$ cat src/rtl/uart_pkg.sv
// Shared UART definitions: receiver state encoding and line levels.
package uart_pkg;

  typedef enum logic [2:0] {
    RX_IDLE  = 3'd0,
    RX_START = 3'd1,
    RX_DATA  = 3'd2,
    RX_STOP  = 3'd3,
    RX_BREAK = 3'd4
  } rx_state_t;

  localparam logic UART_IDLE_LVL  = 1'b1;
  localparam logic UART_START_LVL = 1'b0;

endpackage

$ cat src/rtl/uart_rx_if.sv
// Bus-side outputs of the UART receiver, bundled for the bridge.
interface uart_rx_if #(
  parameter int DATA_WIDTH = 8
);
  logic [DATA_WIDTH-1:0] data_out;
  logic                  data_valid;
  logic                  frame_err;
  logic                  rx_busy;

  modport master (output data_out, output data_valid, output frame_err, output rx_busy);
  modport slave  (input  data_out, input  data_valid, input  frame_err, input  rx_busy);
endinterface

$ cat src/rtl/uart_rx_sync.sv
// Line conditioning for uart_rx: 2-FF synchronizer, a registered copy of the
// synchronized line, and (with UART_RX_MAJORITY_EN defined) a 3-deep history
// feeding a 2-of-3 voter for the sample points.
module uart_rx_sync
  import uart_pkg::*;
(
  input  logic clk,
  input  logic rstn,
  input  logic rx,
  output logic rx_line,    // synchronized line, used for edge/level detection
  output logic rx_sample   // value used at bit sample points
);

  logic sync1_reg;
  logic sync2_reg;
  logic line_reg;

  // Two-stage synchronizer plus one output register; everything resets to idle level.
  always_ff @(posedge clk) begin
    if (!rstn) begin
      sync1_reg <= UART_IDLE_LVL;
      sync2_reg <= UART_IDLE_LVL;
      line_reg  <= UART_IDLE_LVL;
    end else begin
      sync1_reg <= rx;
      sync2_reg <= sync1_reg;
      line_reg  <= sync2_reg;
    end
  end

  assign rx_line = line_reg;

`ifdef UART_RX_MAJORITY_EN
  logic [2:0] hist_reg;

  // History of the synchronized line; the voter spans three consecutive cycles.
  always_ff @(posedge clk) begin
    if (!rstn) begin
      hist_reg <= {3{UART_IDLE_LVL}};
    end else begin
      hist_reg <= {hist_reg[1:0], sync2_reg};
    end
  end

  // A single-cycle glitch can corrupt at most one of the three votes.
  assign rx_sample = (hist_reg[0] & hist_reg[1]) |
                     (hist_reg[0] & hist_reg[2]) |
                     (hist_reg[1] & hist_reg[2]);
`else
  assign rx_sample = line_reg;
`endif

endmodule

$ cat src/rtl/uart_rx.sv
// UART receiver (8N1-style framing, LSB first). Recovers DATA_WIDTH-bit words
// from the serial line and presents them as one-cycle pulses on the bus
// interface. Define UART_RX_MAJORITY_EN for 2-of-3 majority sampling.
module uart_rx
  import uart_pkg::*;
#(
  parameter int CLOCKS_PER_PULSE = 16,
  parameter int DATA_WIDTH       = 8
) (
  input  logic      clk,
  input  logic      rstn,
  input  logic      rx,
  uart_rx_if.master bus
);

  localparam int CNT_W = $clog2(CLOCKS_PER_PULSE);
  localparam int BIT_W = (DATA_WIDTH > 1) ? $clog2(DATA_WIDTH) : 1;

  localparam logic [CNT_W-1:0] HALF_LAST = CNT_W'(CLOCKS_PER_PULSE / 2 - 1);
  localparam logic [CNT_W-1:0] FULL_LAST = CNT_W'(CLOCKS_PER_PULSE - 1);
  localparam logic [BIT_W-1:0] BIT_LAST  = BIT_W'(DATA_WIDTH - 1);

  logic rx_line;
  logic rx_sample;

  rx_state_t             state_reg;
  logic [CNT_W-1:0]      clk_cnt_reg;
  logic [BIT_W-1:0]      bit_cnt_reg;
  logic [DATA_WIDTH-1:0] shift_reg;
  logic [DATA_WIDTH-1:0] data_out_reg;
  logic                  data_valid_reg;
  logic                  frame_err_reg;
  logic                  rx_busy_reg;

  uart_rx_sync u_sync (
    .clk       (clk),
    .rstn      (rstn),
    .rx        (rx),
    .rx_line   (rx_line),
    .rx_sample (rx_sample)
  );

  // Receiver FSM: counters, shift register and registered outputs in one place.
  always_ff @(posedge clk) begin
    if (!rstn) begin
      state_reg      <= RX_IDLE;
      clk_cnt_reg    <= '0;
      bit_cnt_reg    <= '0;
      shift_reg      <= '0;
      data_out_reg   <= '0;
      data_valid_reg <= 1'b0;
      frame_err_reg  <= 1'b0;
      rx_busy_reg    <= 1'b0;
    end else begin
      data_valid_reg <= 1'b0;
      frame_err_reg  <= 1'b0;
      case (state_reg)
        RX_IDLE: begin
          if (rx_line == UART_START_LVL) begin
            state_reg   <= RX_START;
            clk_cnt_reg <= '0;
            rx_busy_reg <= 1'b1;
          end
        end
        RX_START: begin
          if (clk_cnt_reg == HALF_LAST) begin
            if (rx_sample == UART_START_LVL) begin
              state_reg   <= RX_DATA;
              clk_cnt_reg <= '0;
              bit_cnt_reg <= '0;
            end else begin
              // Line went back high before mid-start: treat as noise.
              state_reg   <= RX_IDLE;
              rx_busy_reg <= 1'b0;
            end
          end else begin
            clk_cnt_reg <= clk_cnt_reg + 1'b1;
          end
        end
        RX_DATA: begin
          if (clk_cnt_reg == FULL_LAST) begin
            shift_reg   <= {rx_sample, shift_reg[DATA_WIDTH-1:1]};
            clk_cnt_reg <= '0;
            if (bit_cnt_reg == BIT_LAST) begin
              state_reg <= RX_STOP;
            end else begin
              bit_cnt_reg <= bit_cnt_reg + 1'b1;
            end
          end else begin
            clk_cnt_reg <= clk_cnt_reg + 1'b1;
          end
        end
        RX_STOP: begin
          if (clk_cnt_reg == FULL_LAST) begin
            clk_cnt_reg <= '0;
            if (rx_sample == UART_IDLE_LVL) begin
              // Back to idle at mid-stop so a back-to-back start edge is caught.
              data_out_reg   <= shift_reg;
              data_valid_reg <= 1'b1;
              state_reg      <= RX_IDLE;
              rx_busy_reg    <= 1'b0;
            end else begin
              frame_err_reg <= 1'b1;
              state_reg     <= RX_BREAK;
            end
          end else begin
            clk_cnt_reg <= clk_cnt_reg + 1'b1;
          end
        end
        RX_BREAK: begin
          // A held-low line must not decode as a stream of zero words.
          if (rx_line == UART_IDLE_LVL) begin
            state_reg   <= RX_IDLE;
            rx_busy_reg <= 1'b0;
          end
        end
        default: begin
          state_reg   <= RX_IDLE;
          rx_busy_reg <= 1'b0;
        end
      endcase
    end
  end

  assign bus.data_out   = data_out_reg;
  assign bus.data_valid = data_valid_reg;
  assign bus.frame_err  = frame_err_reg;
  assign bus.rx_busy    = rx_busy_reg;

endmodule

$ cat src/flat_wrapper.sv
// flat-port wrapper written by rule: the top's interface ports become plain ports
module uart_rx_flat import uart_pkg::*;
#(
  parameter int CLOCKS_PER_PULSE = 16,
  parameter int DATA_WIDTH       = 8
)
  (clk, rstn, rx, bus_data_out, bus_data_valid, bus_frame_err, bus_rx_busy);
  uart_rx_if #(.DATA_WIDTH(DATA_WIDTH)) bus_i ();
  input  logic clk;
  input  logic rstn;
  input  logic rx;
  output wire logic [$bits(bus_i.data_out)-1:0] bus_data_out;
  output wire logic [$bits(bus_i.data_valid)-1:0] bus_data_valid;
  output wire logic [$bits(bus_i.frame_err)-1:0] bus_frame_err;
  output wire logic [$bits(bus_i.rx_busy)-1:0] bus_rx_busy;
  assign bus_data_out = bus_i.data_out;
  assign bus_data_valid = bus_i.data_valid;
  assign bus_frame_err = bus_i.frame_err;
  assign bus_rx_busy = bus_i.rx_busy;
  uart_rx #(.CLOCKS_PER_PULSE(CLOCKS_PER_PULSE), .DATA_WIDTH(DATA_WIDTH)) u_core (.clk(clk), .rstn(rstn), .rx(rx), .bus(bus_i));
endmodule
$ cat config.mk
export PLATFORM = sky130hd
export DESIGN_NAME = uart_rx_flat
export DESIGN_NICKNAME = d
export VERILOG_FILES = /design/src/rtl/uart_pkg.sv /design/src/rtl/uart_rx_if.sv /design/src/rtl/uart_rx_sync.sv /design/src/rtl/uart_rx.sv /design/src/flat_wrapper.sv
export SDC_FILE = /design/constraint.sdc
export NUM_CORES = 1
export LEC_CHECK = 0
export BUFFER_PORTS_ARGS = -buffer_cell sky130_fd_sc_hd__buf_4
export CORE_UTILIZATION = 60
export CTS_CLUSTER_SIZE = 20
export DETAILED_ROUTE_END_ITERATION = 6
export PLACE_DENSITY = 0.81
export SLEW_MARGIN = 20
export SYNTH_ARGS = -nofsm -noshare
export SYNTH_HDL_FRONTEND = slang
export SYNTH_SLANG_ARGS = --single-unit
$ cat constraint.sdc
create_clock -name clk -period 3.4 [get_ports clk]
set_input_delay 0.17 -clock clk [delete_from_list [all_inputs] [get_ports clk]]
set_output_delay 0.17 -clock clk [all_outputs]
set_load 0.01 [all_outputs]
==> metrics.yaml <==
clockPowerShare: 0.413
cts_root_buffer: "clkbuf_4"
dieArea_um2: 2529
period_minus_slack_ns: 1.981
setup-tns-final_ns: 0
synth_cell_types: 38
finalSetupViolCount: 0
n_fill_cell: 176
synth-main-ff-cell: "dfxtp_1"
drc: 0
wl_met2_um: 1283
dr_wl_met3_um: 178
grt_max_degree: 22
numClockSinks: 32
finalWorstSetupSlack_ns: 1.419
p_sw_frac: 0.2102
drt_pass1_iterations: 4
crit_path_start_kind: "flip-flop"
stdcell_count: 187
postCtsResizedCells: 0
drtIter0Drc: 61
coreArea_um2: 2212
cp_max_fo: 14
fmax_mhz: 504.8
cp_data_arrival_time_ns: 2.19
hold_depth: 2
final_cell_mix: "dfxtp_1, nor2_1, mux2i_1"
synth_seq_area_share: 0.4580
multi_input_area_um2: 665.6
syn_area_per_cell_um2: 9.388
clk_pin_slew_ns: 0.10
gr-usage-all-layers: 0.2474
grt.overflow.total: 0
syn_area_um2: 1399
worstMarginPinSlew_ns: 0.6548
maxSlewViolCount: 0
rows: 17
rr_worst_depth: 4
finalNetCount: 164
placed_cells: 179
cp.required_ns: 3.61
synth_nets: 155
combPwrFrac: 0.029
synth_area_leader_cell: "dfxtp_1"
drive_gt1_frac: 0.1824
synth_edf_count: 0
dpl.hpwl_um: 1797
synthCells: 149
rsz0062_at_grt: "false"
initial_utilization: 0.6324
antenna_found_initial: 0
area_growth_syn_to_layout_pct: 10.46
wl_met1_um: 1158
grt_pass1_vias: 1060
ys_seq_elements: 32
power_switching_w: 0.0001435
path_class: "reg2reg"
worst_skew_pair.late_latency_ns: 0.34
post_drt_via_cell_ratio: 6.102
seq_area_um2: 640.6
antenna-diode-count: 0
vias: 1141
p_int_w: 0.0005391
die_h_um: 50.29
outcome: "completed"
htree_levels: 2
p_leak_nw: 0.6454
ant_nets: 0
irDropWorstVdd_uv: 394.7
power_density_nw_per_um2: 441.7
worst_hold_slack_ns: 0.01694
dr.max_layer_used: "met4"
final_common_cell: "dfxtp_1"
crit_path_end_kind: "flip-flop"
synth_warnings: 0
synth_area_leaders: "dfxtp_1, mux2i_1, nor2_1"
yosys.area.top_type_share: 0.4580
ioPinCount: 14
hold_viol_final: 0
hold_path.class: "in2reg"
async_reset_ff_frac: 0
cts_tree: "built"
finalClockSkew_ns: 0.007885
numCtsBuffers: 5
post_cts_buffers: 0
pre_cts_ws_ns: 1.442
grt_pass1_wl_um: 4574
wl_per_cell_um: 14.32
portBuffers: 13
max_cap_violations: 0
cts_hold_buf: 0
routed_wl_um: 2678
slew_headroom: 0.5630
clockBufferDepth: 2
pwr-share-seq: 0.559
gp_congestion: 0.9672
period_share: 0.5827
fp.dieW_um: 50.29
power groups by stage:
stage               Sequential [W]  Combinational [W]  Clock [W]
floorplan                 0.000387          0.0000171          0
global placement          0.000390          0.0000187          0
detailed placement        0.000390          0.0000193          0
CTS                       0.000381          0.0000194   0.000286
global route              0.000382          0.0000215   0.000299
finish                    0.000381          0.0000196   0.000282
kinds of logic after synthesis:
group / Yosys count / synth area share
AO/OA/AOI/OAI: 28 / 0.1386
adder cells (fa/ha/maj): 3 / 0.02684
XOR/XNOR: 1 / 0.006262
buffers and inverters: 18 / 0.07065
flip-flops: 32 / 0.4580
multiplexers: 17 / 0.1252
AND/OR/NAND/NOR: 50 / 0.1744
synthesized netlist by cell type, types with 2 or more instances:
library cell,instances
a41o_2,2
buf_4,2
mux2i_1,16
dfxtp_1,32
nor2_1,23
a31oi_1,5
a21oi_1,3
o22ai_1,3
nand3_1,4
nand2_1,8
ha_1,3
nand4_1,2
a22o_1,2
buf_6,3
inv_1,5
nor3_1,3
clkbuf_1,5
o21ai_0,5
a221oi_1,2
nand2b_1,3
critical path, cell delays in order, from the launching register on:
cell	delay, ns
dfxtp_1	0.60
and4_1	0.33
nand4_1	0.52
mux2i_1	0.35
nor2_1	0.05
per-stage QoR:
step / total power (W) / instance area [µm²] / utilization
after floorplan: 0.0004045 / 1399 / -
after global placement: 0.0004083 / 1469 / 0.6640
after detailed placement: 0.0004093 / 1469 / 0.6640
after CTS: 0.0006871 / 1545 / 0.6985
after global routing: 0.0007025 / 1545 / 0.6985
final: 0.0006826 / 1545 / 0.6985
area by class of cell:
| type | count | share of cell area |
|---|---|---|
| clock buffer | 6 | 0.02672 |
| clock inverter | 2 | 0.02267 |
| tap | 28 | 0.02267 |
| inverter | 6 | 0.01457 |
| sequential | 32 | 0.4146 |
| timing repair buffer | 14 | 0.06802 |
| multi-input combinational | 99 | 0.4308 |
metal layers:
layer | vias up | GRT usage
li1 | 547 | -
met1 | 525 | 0.3049
met2 | 59 | 0.3822
met3 | 10 | 0.06364
met4 | 0 | 0.1524
met5 | - | 0
final timing paths:
path,slack (ns),end,startpoint
max reg2reg,1.42,u_core.bus.data_out[4],u_core.state_reg[1]
max,1.42,u_core.bus.data_out[4],u_core.state_reg[1]
min,0.02,u_core.u_sync.sync1_reg,rx
min reg2reg,0.41,u_core.u_sync.rx_line,u_core.u_sync.sync2_reg
(Power assumes the default switching activity.)
